`src/rtl/filtro_solicitud_pkg.sv`:
```
// -----------------------------------------------------------------------------
// filtro_solicitud_pkg
// Shared definitions for the request conditioning stage: FSM state encoding,
// reset polarity and the counter width helper. Every file of the block imports
// this package so the encodings are defined in one place.
// -----------------------------------------------------------------------------
package filtro_solicitud_pkg;

  // Reset is active-low: the design resets when reset equals this value.
  localparam logic RESET_ACTIVO = 1'b0;

  // Conditioning FSM states. Encodings 5..7 are unused and recover to BAJO.
  typedef enum logic [2:0] {
    BAJO        = 3'd0,
    VALIDA_ALTO = 3'd1,
    ALTO        = 3'd2,
    VALIDA_BAJO = 3'd3,
    BLOQUEO     = 3'd4
  } estado_t;

  // The same counter times both the stability window and the lockout.
  // It must therefore hold the larger of the two limits. With the default
  // parameters this is $clog2(N_ESTABLE+1).
  function automatic int ancho_cnt(input int n_estable, input int min_bajo);
    int mayor;
    mayor = (n_estable > min_bajo) ? n_estable : min_bajo;
    return $clog2(mayor + 1);
  endfunction

endpackage

```
`src/rtl/filtro_solicitud_sincronizador.sv`:
```
// -----------------------------------------------------------------------------
// sincronizador
// Two-flop synchroniser for a single asynchronous level input. It is reusable
// for any sensor line. Both flops clear on a synchronous, active-low reset.
// Ports:
//   clk   - system clock, rising edge
//   reset - synchronous active-low reset
//   d     - asynchronous input
//   q     - input re-timed to clk (two cycles of latency)
// -----------------------------------------------------------------------------
module sincronizador
  import filtro_solicitud_pkg::*;
(
  input  logic clk,
  input  logic reset,
  input  logic d,
  output logic q
);

  logic s1_q;
  logic s_sync_q;

  always_ff @(posedge clk) begin
    if (reset == RESET_ACTIVO) begin
      s1_q     <= 1'b0;
      s_sync_q <= 1'b0;
    end else begin
      s1_q     <= d;
      s_sync_q <= s1_q;
    end
  end

  assign q = s_sync_q;

endmodule

```
`src/rtl/filtro_solicitud.sv`:
```
// -----------------------------------------------------------------------------
// filtro_solicitud
// Conditions the raw request sensor line for the fill/discharge controller.
// The line is synchronised and then debounced with a stability counter. After
// every release, R is held low for a minimum time. This guarantees that the
// controller returns to its initial state before it sees a new request.
// Ports:
//   clk    - system clock, rising edge
//   reset  - synchronous active-low reset
//   s_in   - raw sensor request, asynchronous to clk
//   R      - debounced, registered request
//   subida - one-cycle pulse in the first cycle R=1
//   bajada - one-cycle pulse in the first cycle R=0 after a release
// -----------------------------------------------------------------------------
module filtro_solicitud
  import filtro_solicitud_pkg::*;
#(
  parameter int N_ESTABLE = 4,
  parameter int MIN_BAJO  = 2
) (
  input  logic clk,
  input  logic reset,
  input  logic s_in,
  output logic R,
  output logic subida,
  output logic bajada
);

  localparam int CNT_W = ancho_cnt(N_ESTABLE, MIN_BAJO);
  localparam logic [CNT_W-1:0] CNT_UNO      = CNT_W'(1);
  localparam logic [CNT_W-1:0] CNT_ESTABLE  = CNT_W'(N_ESTABLE - 1);
  localparam logic [CNT_W-1:0] CNT_BLOQUEO  = CNT_W'(MIN_BAJO - 1);

  logic             s_sync;
  estado_t          state_q,  state_d;
  logic [CNT_W-1:0] cnt_q,    cnt_d;
  logic             r_q,      r_d;
  logic             subida_q, subida_d;
  logic             bajada_q, bajada_d;

  sincronizador u_sincronizador (
    .clk   (clk),
    .reset (reset),
    .d     (s_in),
    .q     (s_sync)
  );

  // Next-state logic. The state entered counts as the first stable sample,
  // so a validation state starts with cnt=1. When cnt reaches N_ESTABLE-1,
  // the next equal sample is the N_ESTABLE-th and it commits the change.
  always_comb begin
    state_d = state_q;
    cnt_d   = cnt_q;
    unique case (state_q)
      BAJO: begin
        if (s_sync) begin
          state_d = VALIDA_ALTO;
          cnt_d   = CNT_UNO;
        end
      end
      VALIDA_ALTO: begin
        if (!s_sync) begin
          state_d = BAJO;
          cnt_d   = '0;
        end else if (cnt_q == CNT_ESTABLE) begin
          state_d = ALTO;
          cnt_d   = '0;
        end else begin
          cnt_d = cnt_q + CNT_UNO;
        end
      end
      ALTO: begin
        if (!s_sync) begin
          state_d = VALIDA_BAJO;
          cnt_d   = CNT_UNO;
        end
      end
      VALIDA_BAJO: begin
        if (s_sync) begin
          state_d = ALTO;
          cnt_d   = '0;
        end else if (cnt_q == CNT_ESTABLE) begin
          state_d = BLOQUEO;
          cnt_d   = '0;
        end else begin
          cnt_d = cnt_q + CNT_UNO;
        end
      end
      BLOQUEO: begin
        // The input is ignored here. This stretches the low time so the
        // controller always completes its return to idle.
        if (cnt_q == CNT_BLOQUEO) begin
          state_d = BAJO;
          cnt_d   = '0;
        end else begin
          cnt_d = cnt_q + CNT_UNO;
        end
      end
      default: begin
        state_d = BAJO;
        cnt_d   = '0;
      end
    endcase
  end

  // Outputs are decoded from the next state so that they change on the same
  // edge as the state. The pulses come only from committed transitions.
  // A bounce back from VALIDA_BAJO to ALTO therefore does not fire subida.
  always_comb begin
    r_d      = (state_d == ALTO) || (state_d == VALIDA_BAJO);
    subida_d = (state_q == VALIDA_ALTO) && (state_d == ALTO);
    bajada_d = (state_q == VALIDA_BAJO) && (state_d == BLOQUEO);
  end

  // A reset forces R low without a bajada pulse, even when R was high.
  always_ff @(posedge clk) begin
    if (reset == RESET_ACTIVO) begin
      state_q  <= BAJO;
      cnt_q    <= '0;
      r_q      <= 1'b0;
      subida_q <= 1'b0;
      bajada_q <= 1'b0;
    end else begin
      state_q  <= state_d;
      cnt_q    <= cnt_d;
      r_q      <= r_d;
      subida_q <= subida_d;
      bajada_q <= bajada_d;
    end
  end

  assign R      = r_q;
  assign subida = subida_q;
  assign bajada = bajada_q;

endmodule
```
`config.mk`:
```
export PLATFORM = sky130hd
export DESIGN_NAME = filtro_solicitud
export DESIGN_NICKNAME = d
export VERILOG_FILES = /design/src/rtl/filtro_solicitud_pkg.sv /design/src/rtl/filtro_solicitud_sincronizador.sv /design/src/rtl/filtro_solicitud.sv
export SDC_FILE = /design/constraint.sdc
export NUM_CORES = 1
export LEC_CHECK = 0
export CELL_PAD_IN_SITES_DETAIL_PLACEMENT = 0
export CELL_PAD_IN_SITES_GLOBAL_PLACEMENT = 1
export CORE_MARGIN = 2
export CORE_UTILIZATION = 30
export CTS_BUF_LIST = sky130_fd_sc_hd__clkbuf_4 sky130_fd_sc_hd__clkbuf_8 sky130_fd_sc_hd__clkbuf_16
export DETAILED_ROUTE_END_ITERATION = 16
export PLACE_DENSITY_LB_ADDON = 0.1
export SYNTH_ARGS = -nofsm -noshare
export SYNTH_HDL_FRONTEND = slang
export SYNTH_SLANG_ARGS = --single-unit
export TNS_END_PERCENT = 20
```
`constraint.sdc`:
```
create_clock -name clk -period 1.8 [get_ports clk]
set_input_delay 0.36 -clock clk [delete_from_list [all_inputs] [get_ports clk]]
set_output_delay 0.36 -clock clk [all_outputs]
set_load 0.005 [all_outputs]
```
==> out/qor.csv <==
stage,metric,value,unit
synthesis,Post-synth ARST share,0,%
cts,CTS Sinks,11,
synthesis,prevailing post-synth register cell,dfxtp_1,
setup_path,critical setup path kind,reg2reg,
setup_path,crit path launch type,register,
setup_path,"Top cell by count, worst path",ha_1,
die,Rows,15,
global_route,largest net degree at the start of global routing,13,
synthesis,synth warn,0,
power,Pwr per Cell Area,728,nW/um^2
routing,Iter 0 DRT Violations,6,
global_route,number of global-route vias before repair,388,
run,maxcap violations,0,
cts,hold buffer count at CTS,0,
routing,vias post-DR,416,
synthesis,sequential element share of the synthesized area,39.9,%
global_route,first-pass GRT wire length,1.75,mm
cts,post-CTS sizing,0,
synthesis,top cells by instance count after synthesis,"dfxtp_1, inv_1, ha_1",
synthesis,number of synthesized flops with an enable pin,0,
final_layout,Final #Nets,73,
sta,Clock Skew,0.701,ps
placed_design,Post-Place Setup Slack,168,ps
placed_design,IO Port Bufs,5,
cts,Worst-path clk slew,70,ps
die,# IOs,6,
final_layout,Final Util,36.7,%
sta,RSZ-0062 raised after global routing,false,
final_layout,ANT cells,0,
sta,fin. max-slew vios,0,
sta,Final Hold Vio Count,0,
worst_hold_path,Hold Crit Class,reg2reg,
final_layout,final instance area,633,sq um
synthesis,#FFs+latches synth,11,
setup_path,worst-path fanout max,5,
die,die height,46.9,um
final_layout,Area growth syn-to-layout,14.7,%
routing,router iterations before antenna repair,4,
cts,CTS tree,done,
routing,Vias/cell,4.62,
synthesis,Synth Instances,59,
die,CORE AREA,1730,sq um
cts,Root Driver,clkbuf_4,
setup_path,Critical path buffers and inverters,0,
sta,Worst Max-Slew Pin Slew,356,ps
cts,setup bufs post-CTS,0,
sta,worst setup margin,274,ps
synthesis,library cells used by synthesis,26,
synthesis,ranking of synthesized cells by area,"dfxtp_1, ha_1, buf_6",
sta,Tcrit/Tclk final,84.8,%
synthesis,post-synth top area share,39.9,%
setup_path,crit end category,register,
cts,clock latency on the worst-skew pair,260,ps
setup_path,"Largest delay share family, worst path",simple AND/OR/NAND/NOR gates,
power,peak supply drop,461,uV
placed_design,DP HPWL,743,um
setup_path,sequence of cells on the critical path,ha_1 -> ha_1 -> nand2_1 -> or3_1 -> a21oi_1,
setup_path,Required @ worst endpoint,2000,ps
outcome,status,finished clean,
global_route,grt ovf,0,
cts,cts bufs inserted,3,
routing,antenna-violating nets left,0,
die,Starting Density,32.0,%
placed_design,Final GP Congestion,0.655,
global_route,initial antenna violation count,0,
sta,setup tns final,0,ps
synthesis,most numerous cell in the Yosys netlist,dfxtp_1,
synthesis,Yosys top cell by area,dfxtp_1,
power,Leak Pwr,0.229,nW
final_layout,layout cells sized above 1,12.3,%
sta,min cycle time layout,1530,ps
sta,Worst slew margin,76.2,%
placed_design,Placed Area,603,sq um
synthesis,Avg Inst Size Synth,9.35,sq um
setup_path,CP peak stage delay,400,ps
global_route,GRT Util Overall,11.5,%
synthesis,synthesized net count,66,
sta,f_max,0.655,GHz
setup_path,critical path's slowest cell,dfxtp_1,
cts,# H-tree levels,1,
cts,Max clock buf depth,2,
sta,Final Setup Violations,0,
die,die area,2200,sq um
setup_path,CP Data Arrival Time,1720,ps
synthesis,mapped cell area,552,sq um
routing,drt total wl,1.02,mm
routing,drt drc,0,
die,die width,46.9,um
routing,DR WL/cell,11.3,um
-- layout by cell type, fill, tap and decap left out --
cell and count:
a21oi_1 3, xor2_2 1, o31ai_1 1, nor3_1 3, ha_1 4, a21o_2 1
nand3_1 2, or4_1 2, inv_1 6, o21ai_0 1, nor2_1 2, and2_1 2
nor4_1 1, dfxtp_1 11, clkbuf_4 4, and3b_2 1, clkdlybuf4s50_1 5, or2_2 1
a31oi_1 1, nand4b_1 2, a32oi_1 2, nor3b_1 1, a221oi_1 1, or3_1 1
nand2b_1 3, nand2_1 3
-- through the flow --
step | cells | hold WS (ps) | power, mW
after global routing | 90 | 478 | 0.479
after global placement | 86 | 445 | 0.287
after CTS | 90 | 454 | 0.468
after floorplan | 59 | 412 | 0.277
final | 90 | 449 | 0.461
after detailed placement | 86 | 434 | 0.286
-- kinds of logic (layout without fill, tap and decap cells) --
logic type / Yosys count / count (layout) / share of synthesized area (%)
flops: 11 / 11 / 39.9
fa+ha+maj: 4 / 4 / 9.07
compound gates: 10 / 10 / 12.5
buf+inv: 9 / 15 / 9.52
xor+xnor: 1 / 1 / 2.95
simple gates: 24 / 24 / 26.1
-- power breakdown --
group	switching (mW)	internal, mW
logic	0.0131	0.0135
clock network	0.0799	0.101
registers	0.00582	0.248
-- metal layers --
metal / track usage (%) / up-vias / wire [um]
li1: - / 218 / -
met1: 15.2 / 189 / 492
met2: 17.3 / 7 / 478
met3: 5.77 / 2 / 44
met4: 1.67 / 0 / 4
met5: 0 / - / 0
-- sequential cells by signal, indices dropped and copies added, names as in the netlist --
| name | count |
|---|---|
| u_sincronizador.q | 1 |
| cnt_q | 3 |
| state_q | 3 |
| bajada | 1 |
| R | 1 |
| subida | 1 |
| u_sincronizador.s1_q | 1 |
-- final timing paths --
kind                   startpoint                end  slack [ps]  depth (start not counted)
min          u_sincronizador.s1_q  u_sincronizador.q         450                          1
max                      cnt_q[0]         state_q[2]         270                          5
min reg2reg  u_sincronizador.s1_q  u_sincronizador.q         450                          1
max reg2reg              cnt_q[0]         state_q[2]         270                          5
-- cell type report --
class	count	area, sq um
flip-flops and latches	11	220
fillers	197	1090
inverters	6	22.5
clock buffers	4	30.0
well taps	25	31.3
multi-input cells	39	279
repair buffers	5	50.0
(Power assumes the default switching activity.)
